$ cat config.mk
export PLATFORM = sky130hd
export DESIGN_NAME = id_ex_stage_reg_s
export DESIGN_NICKNAME = d
export VERILOG_FILES = /design/src/rtl/id_ex_stage_reg_s_pkg.sv /design/src/rtl/id_ex_stage_reg_s_skid_buf.sv /design/src/rtl/id_ex_stage_reg_s.sv
export SDC_FILE = /design/constraint.sdc
export NUM_CORES = 1
export LEC_CHECK = 0
export BUFFER_PORTS_ARGS = -buffer_cell sky130_fd_sc_hd__buf_2
export CAP_MARGIN = 40
export CELL_PAD_IN_SITES_DETAIL_PLACEMENT = 0
export CELL_PAD_IN_SITES_GLOBAL_PLACEMENT = 1
export CORE_AREA = 2 2 177 223
export CTS_CLUSTER_DIAMETER = 200
export DETAILED_ROUTE_END_ITERATION = 7
export DIE_AREA = 0 0 179 225
export GPL_TIMING_DRIVEN = 0
export PLACE_DENSITY = 0.92
export SLEW_MARGIN = 25
export SYNTH_ARGS = -nofsm -noshare
export SYNTH_HDL_FRONTEND = slang
export SYNTH_SLANG_ARGS = --single-unit
$ cat constraint.sdc
create_clock -name clk -period 3.4 [get_ports clk]
set_clock_uncertainty 0.15 [all_clocks]
set_input_delay 0.34 -clock clk [delete_from_list [all_inputs] [get_ports clk]]
set_output_delay 0.34 -clock clk [all_outputs]
set_load 0.01 [all_outputs]
$ cat src/rtl/id_ex_stage_reg_s_pkg.sv
// ---------------------------------------------------------------------------
// id_ex_stage_reg_s_pkg
// Shared types and constants for the ID/EX pipeline boundary register.
//   - id_ex_bundle_t      : packed decoded-instruction bundle
//   - ID_EX_BUNDLE_RESET  : all-zero bundle used as the reset value
//   - skid_state_t        : occupancy states of the 1-entry skid buffer
//   - OP_*                : RV32 major opcodes used by decode/execute
// ---------------------------------------------------------------------------
package id_ex_stage_reg_s_pkg;

    localparam int ID_EX_XLEN   = 32;
    localparam int ID_EX_REG_AW = 5;

    localparam logic [6:0] OP_R_TYPE = 7'b0110011;
    localparam logic [6:0] OP_I_LOAD = 7'b0000011;
    localparam logic [6:0] OP_S_TYPE = 7'b0100011;
    localparam logic [6:0] OP_BRANCH = 7'b1100011;
    localparam logic [6:0] OP_JAL    = 7'b1101111;

    // EMPTY: main invalid; FULL: main valid; SKID: main and skid valid.
    typedef enum logic [1:0] {
        ST_EMPTY = 2'd0,
        ST_FULL  = 2'd1,
        ST_SKID  = 2'd2
    } skid_state_t;

    // Field order is significant: it defines the packed bit layout.
    typedef struct packed {
        logic [6:0]              op;
        logic [2:0]              funct3;
        logic [6:0]              funct7;
        logic                    mem_read;
        logic                    mem_write;
        logic                    reg_write;
        logic                    jump;
        logic                    branch;
        logic [ID_EX_REG_AW-1:0] rs1;
        logic [ID_EX_REG_AW-1:0] rs2;
        logic [ID_EX_REG_AW-1:0] rd;
        logic [ID_EX_XLEN-1:0]   rs1_data;
        logic [ID_EX_XLEN-1:0]   rs2_data;
        logic [ID_EX_XLEN-1:0]   imm;
        logic [ID_EX_XLEN-1:0]   pc;
    } id_ex_bundle_t;

    localparam id_ex_bundle_t ID_EX_BUNDLE_RESET = '0;
    localparam int            ID_EX_BUNDLE_W     = $bits(id_ex_bundle_t);

endpackage

$ cat src/rtl/id_ex_stage_reg_s_skid_buf.sv
// ---------------------------------------------------------------------------
// pipe_skid_buf_s
// Generic valid/ready register slice with a 1-entry skid buffer and flush.
// in_ready depends only on registered state, so downstream back-pressure
// never forms a combinational path to the upstream stage.
// Ports:
//   clk, rst        clock, synchronous active-high reset
//   flush           invalidate both entries; same-cycle offer is dropped
//   in_valid/ready  upstream handshake, in_data payload (W bits)
//   out_valid/ready downstream handshake, out_data payload (main register)
// ---------------------------------------------------------------------------
module pipe_skid_buf_s
    import id_ex_stage_reg_s_pkg::*;
#(
    parameter int           W       = 8,
    parameter logic [W-1:0] RST_VAL = '0
) (
    input  logic         clk,
    input  logic         rst,
    input  logic         flush,
    input  logic         in_valid,
    output logic         in_ready,
    input  logic [W-1:0] in_data,
    output logic         out_valid,
    input  logic         out_ready,
    output logic [W-1:0] out_data
);

    skid_state_t  r_state;
    logic [W-1:0] r_m_data;
    logic [W-1:0] r_s_data;

    logic w_accept;
    logic w_drain;

    assign in_ready  = (r_state != ST_SKID);
    assign out_valid = (r_state != ST_EMPTY);
    assign out_data  = r_m_data;

    assign w_accept = in_valid && in_ready;
    assign w_drain  = out_valid && out_ready;

    always_ff @(posedge clk) begin
        if (rst) begin
            r_state  <= ST_EMPTY;
            r_m_data <= RST_VAL;
            r_s_data <= RST_VAL;
        end else if (flush) begin
            // Data registers keep stale values; consumers mask on valid.
            r_state <= ST_EMPTY;
        end else begin
            case (r_state)
                ST_EMPTY: begin
                    if (w_accept) begin
                        r_m_data <= in_data;
                        r_state  <= ST_FULL;
                    end
                end
                ST_FULL: begin
                    if (w_accept && w_drain) begin
                        r_m_data <= in_data;
                    end else if (w_accept) begin
                        r_s_data <= in_data;
                        r_state  <= ST_SKID;
                    end else if (w_drain) begin
                        r_state <= ST_EMPTY;
                    end
                end
                ST_SKID: begin
                    // in_ready is low here, so only a drain can happen.
                    if (w_drain) begin
                        r_m_data <= r_s_data;
                        r_state  <= ST_FULL;
                    end
                end
                default: r_state <= ST_EMPTY;
            endcase
        end
    end

endmodule

$ cat src/rtl/id_ex_stage_reg_s.sv
// ---------------------------------------------------------------------------
// id_ex_stage_reg_s
// ID/EX pipeline boundary register. Captures the decoded bundle on accept and
// presents it to execute one cycle later through a skid buffer. Control bits
// are forced to zero whenever no valid bundle is held, so a bubble can never
// write memory, write a register, or redirect the PC.
// Ports:
//   clk, rst, flush          clock, sync active-high reset, redirect flush
//   in_valid / in_ready      decode-side handshake
//   in_* fields              decoded bundle from control unit / regfile
//   out_valid / out_ready    execute-side handshake
//   out_* fields             registered copy of the in_* fields
// ---------------------------------------------------------------------------
module id_ex_stage_reg_s
    import id_ex_stage_reg_s_pkg::*;
#(
    parameter int XLEN   = ID_EX_XLEN,
    parameter int REG_AW = ID_EX_REG_AW
) (
    input  logic              clk,
    input  logic              rst,
    input  logic              flush,
    input  logic              in_valid,
    output logic              in_ready,
    input  logic [6:0]        in_op,
    input  logic [2:0]        in_funct3,
    input  logic [6:0]        in_funct7,
    input  logic              in_mem_read,
    input  logic              in_mem_write,
    input  logic              in_reg_write,
    input  logic              in_jump,
    input  logic              in_branch,
    input  logic [REG_AW-1:0] in_rs1,
    input  logic [REG_AW-1:0] in_rs2,
    input  logic [REG_AW-1:0] in_rd,
    input  logic [XLEN-1:0]   in_rs1_data,
    input  logic [XLEN-1:0]   in_rs2_data,
    input  logic [XLEN-1:0]   in_imm,
    input  logic [XLEN-1:0]   in_pc,
    output logic              out_valid,
    input  logic              out_ready,
    output logic [6:0]        out_op,
    output logic [2:0]        out_funct3,
    output logic [6:0]        out_funct7,
    output logic              out_mem_read,
    output logic              out_mem_write,
    output logic              out_reg_write,
    output logic              out_jump,
    output logic              out_branch,
    output logic [REG_AW-1:0] out_rs1,
    output logic [REG_AW-1:0] out_rs2,
    output logic [REG_AW-1:0] out_rd,
    output logic [XLEN-1:0]   out_rs1_data,
    output logic [XLEN-1:0]   out_rs2_data,
    output logic [XLEN-1:0]   out_imm,
    output logic [XLEN-1:0]   out_pc
);

    id_ex_bundle_t w_in_bundle;
    id_ex_bundle_t w_m_bundle;
    logic          w_m_valid;

    assign w_in_bundle = '{
        op:        in_op,
        funct3:    in_funct3,
        funct7:    in_funct7,
        mem_read:  in_mem_read,
        mem_write: in_mem_write,
        reg_write: in_reg_write,
        jump:      in_jump,
        branch:    in_branch,
        rs1:       in_rs1,
        rs2:       in_rs2,
        rd:        in_rd,
        rs1_data:  in_rs1_data,
        rs2_data:  in_rs2_data,
        imm:       in_imm,
        pc:        in_pc
    };

    pipe_skid_buf_s #(
        .W       (ID_EX_BUNDLE_W),
        .RST_VAL (ID_EX_BUNDLE_RESET)
    ) u_skid (
        .clk       (clk),
        .rst       (rst),
        .flush     (flush),
        .in_valid  (in_valid),
        .in_ready  (in_ready),
        .in_data   (w_in_bundle),
        .out_valid (w_m_valid),
        .out_ready (out_ready),
        .out_data  (w_m_bundle)
    );

    assign out_valid = w_m_valid;

    // Control bits come straight from the main register, gated by its valid
    // bit: invalidating the entry (drain, flush) clears them at the output.
    assign out_mem_read  = w_m_bundle.mem_read  & w_m_valid;
    assign out_mem_write = w_m_bundle.mem_write & w_m_valid;
    assign out_reg_write = w_m_bundle.reg_write & w_m_valid;
    assign out_jump      = w_m_bundle.jump      & w_m_valid;
    assign out_branch    = w_m_bundle.branch    & w_m_valid;

    // Data fields may be stale in a bubble.
    assign out_op       = w_m_bundle.op;
    assign out_funct3   = w_m_bundle.funct3;
    assign out_funct7   = w_m_bundle.funct7;
    assign out_rs1      = w_m_bundle.rs1;
    assign out_rs2      = w_m_bundle.rs2;
    assign out_rd       = w_m_bundle.rd;
    assign out_rs1_data = w_m_bundle.rs1_data;
    assign out_rs2_data = w_m_bundle.rs2_data;
    assign out_imm      = w_m_bundle.imm;
    assign out_pc       = w_m_bundle.pc;

endmodule

==> results.md <==
* # Post-CTS Setup Buffers at 0
* IO Pins at 337
* Total Neg Setup Slack at 0 ns
* Ranking of synthesized cells by area: dfxtp_1 (39%), o41ai_2 (12%), mux2i_1 (9.7%)
* Fin crit share at 0.6756
* Largest net degree at the start of global routing at 14
* Seq cells post-synth at 332
* Routed Antenna Nets at 0
* Crit path buffers/inverters at 4
* FFs w/ async S/R, synth at 0
* Max Slew Vio Count at 0
* Critical Path Start Type: flop
* Post-Synthesis Cell Area at 17010 um^2
* CP Data Arrival Time at 1.81 ns
* Register area at 6646 um^2
* Final Hold Fails at 0
* Clock sink count at 332
* Vert. Die Dim at 225 um
* Crit-path leading delay family: buffers and inverters
* Worst r2r dst: u_skid.out_data[4]$_SDFFE_PP0P_
* Final Critical Period at 2.297 ns
* EDFF count, synth at 0
* CTS H-tree lvls at 2
* Setup violators final at 0
* Vias per cell at 5.155
* R2R Path Start: u_skid.r_state[1]$_SDFFE_PP0P_
* Combinational family with the most area after synthesis: compound AO/OA/AOI/OAI gates
* GRT met3 Usage at 0.04167
* Area of the multi-input gates at 8139 um^2
* Wire per inst at 17.26 um
* Maximum vdd ir drop at 0.4325 mV
* Total GRT Usage at 0.2412
* Crit path depth at 5
* Synth Area in XOR/XNOR at 0
* DR DRC count at 0
* TritonCTS clock tree: yes
* Crit-path cells: nand2b_1 -> buf_4 -> buf_8 -> buf_6 -> buf_2
* Post-synthesis sequential area ratio at 0.3906
* Commonest cells in the netlist: dfxtp_1 (332), nand2_1 (332), buf_4 (187)
* Overall routed net length at 50260 um
* Final Instance Count excl. Fillers at 2912
* Met1 Use GR at 0.2863
* Max Buffers Root-to-Sink at 3
* Simple-gate portion of the synthesized area at 0.1397
* Critical Path Max Stage Delay at 0.44 ns
* Primary FF master, synth: dfxtp_1
* Netlist cell types at 30
* CP Class: reg -> out
* Critical Path RT at 2.91 ns
* Horiz. Die Dim at 179 um
* Worst slew pin tran at 0.8304 ns
* FP Rows at 80
* Cell count after synthesis at 1852
* Post-DP HPWL at 35520 um
* Setup crit end kind: primary output
* Worst skew pair latency at 0.51 ns
* Power per cell area at 418.9 nW/um^2
* Max FO, Critical Path at 10
* Clock slew at reported path FFs at 0.06 ns
* Root Driver: clkbuf_16
* Hold Crit Class: in -> reg
* PortBufs at 334
* DRT Pass-1 Iters at 5
* CTS Buf Count at 36
* Synthesis warning total at 0
* R2R depth at 6
* Post-Synth Adder-Cell Area at 0
* Initial DRC count at 764
* Max_slew headroom at 0.4464
* Nets at 2562
* Slowest-stage cell, CP: dfxtp_1
* Power Total at 9285 uW
* Setup crit start: u_skid.r_state[0]$_SDFFE_PP0P_
* Grt total ovfl at 0
* Ratio of cells with drive above 1 in the final layout at 0.3200
* Biggest area consumer among synthesized cells: dfxtp_1
* F_max at 435.4 MHz
* GR peak layer: met2
* CP endpoint: in_ready
* R2R Setup Slk at 1.39 ns
* RSZ-0062 raised after global routing: false
* Fillers at 3256
* Final hold slack at 0.1162 ns
* Initial antenna violation count at 5
* Max-cap violations at 0
* Met2 Use GR at 0.4200
* Post-synthesis mux area share at 0.09707
* Number of global-route vias before repair at 14.94k
* Status: complete, no violations
* Pleak at 0.01056 uW
* Compound-Gate Fraction of Synth Area at 0.2416
* Full die area at 40280 um^2
* Synthesized area per cell at 9.187 um^2
* Core Box Area at 37940 um^2
* GP Congestion at 0.8309
* Starting Density at 0.4485
* First-pass GRT wire length at 77780 um
* Placed Cells at 2679
* Mapped Nets at 2022
* Area Growth Syn to Fin at 30.26%
* Post-synth top area share at 0.3906
* Vias at 15.01k
==> tightest hold or removal path, delay by kind of cell <==
family,cells,cell delay (ns)
buf+inv,1,0.11
simple gates,1,0.04
compound gates,2,0.25
==> flip-flops by register name (all words and copies together) (netlist names) <==
| signal | count |
|---|---|
| u_skid.out_data | 165 |
| u_skid.r_state | 2 |
| u_skid.r_s_data | 165 |
==> layout by cell type, fill, tap and decap left out, types with 2 or more instances in the layout <==
| master | n |
|---|---|
| buf_2 | 377 |
| nand2_1 | 332 |
| dfxtp_1 | 332 |
| buf_4 | 187 |
| nor2b_1 | 170 |
| a21oi_1 | 166 |
| dlygate4sd3_1 | 166 |
| mux2i_1 | 165 |
| o41ai_2 | 128 |
| clkbuf_1 | 90 |
| o21ai_1 | 84 |
| o21ai_0 | 81 |
| o41ai_1 | 37 |
| clkbuf_16 | 37 |
| buf_6 | 22 |
| buf_1 | 10 |
| clkbuf_8 | 9 |
| diode_2 | 4 |
| clkinv_2 | 4 |
| nand2b_1 | 2 |
| bufinv_16 | 2 |
==> cell type report <==
cell class	count	area share
buffer	343	0.1004
clock inverter	6	0.003613
inverter	1	0.0001694
sequential	332	0.2999
tap	492	0.02778
antenna	4	0.0004516
multi-input combinational	1176	0.3672
clock buffer	56	0.04906
timing repair buffer	502	0.1514
==> per-layer routing <==
layer	wire length, um	vias up
li1	-	7384
met2	24500	420
met3	2566	134
met4	2292	2
met5	11	-
met1	20890	7070
==> stage by stage <==
stage	area (um^2)	setup slack [ns]	util
2_1_floorplan	17010	1.768	-
3_3_place_gp	19300	0.8773	0.5088
3_5_place_dp	19310	0.9191	0.5091
4_1_cts	22140	1.069	0.5836
5_1_grt	22160	1.010	0.5842
6_report	22160	1.103	0.5842
==> kinds of logic (layout without fill, tap and decap cells) <==
group / after synthesis / count (layout)
compound gates: 500 / 500
buf+inv: 344 / 908
flops: 332 / 332
mux: 165 / 165
other cells: 0 / 4
simple gates: 511 / 511
==> repair_timing <==
action / CTS / global route
resized for setup: 0 / 0
hold buffers: 166 / 0
hold endpoints to repair: 166 / 0
==> how the worst min path moves through the flow <==
stage | slack, ns | depth (start not counted) | end | from
6_report | 0.12 | 4 | u_skid.r_state[0]$_SDFFE_PP0P_ | in_valid
5_1_grt | 0.12 | 4 | u_skid.r_state[0]$_SDFFE_PP0P_ | in_valid
4_1_cts | 0.09 | 4 | u_skid.r_state[0]$_SDFFE_PP0P_ | in_valid
3_5_place_dp | 0.30 | 2 | u_skid.r_s_data[106]$_SDFFE_PP0P_ | u_skid.r_s_data[106]$_SDFFE_PP0P_
3_3_place_gp | 0.29 | 2 | u_skid.r_s_data[52]$_SDFFE_PP0P_ | u_skid.r_s_data[52]$_SDFFE_PP0P_
2_1_floorplan | 0.27 | 1 | u_skid.r_state[1]$_SDFFE_PP0P_ | out_ready
==> power by group <==
group          internal (uW)  leakage [uW]  total (uW)  switching (uW)
Combinational            607       0.00729        1310             703
Sequential              4010       0.00269        4070            63.2
Clock                   2340      0.000576        3900            1560
Total                   6960        0.0106        9280            2330
Note: power is estimated with default switching activity, not from simulation.
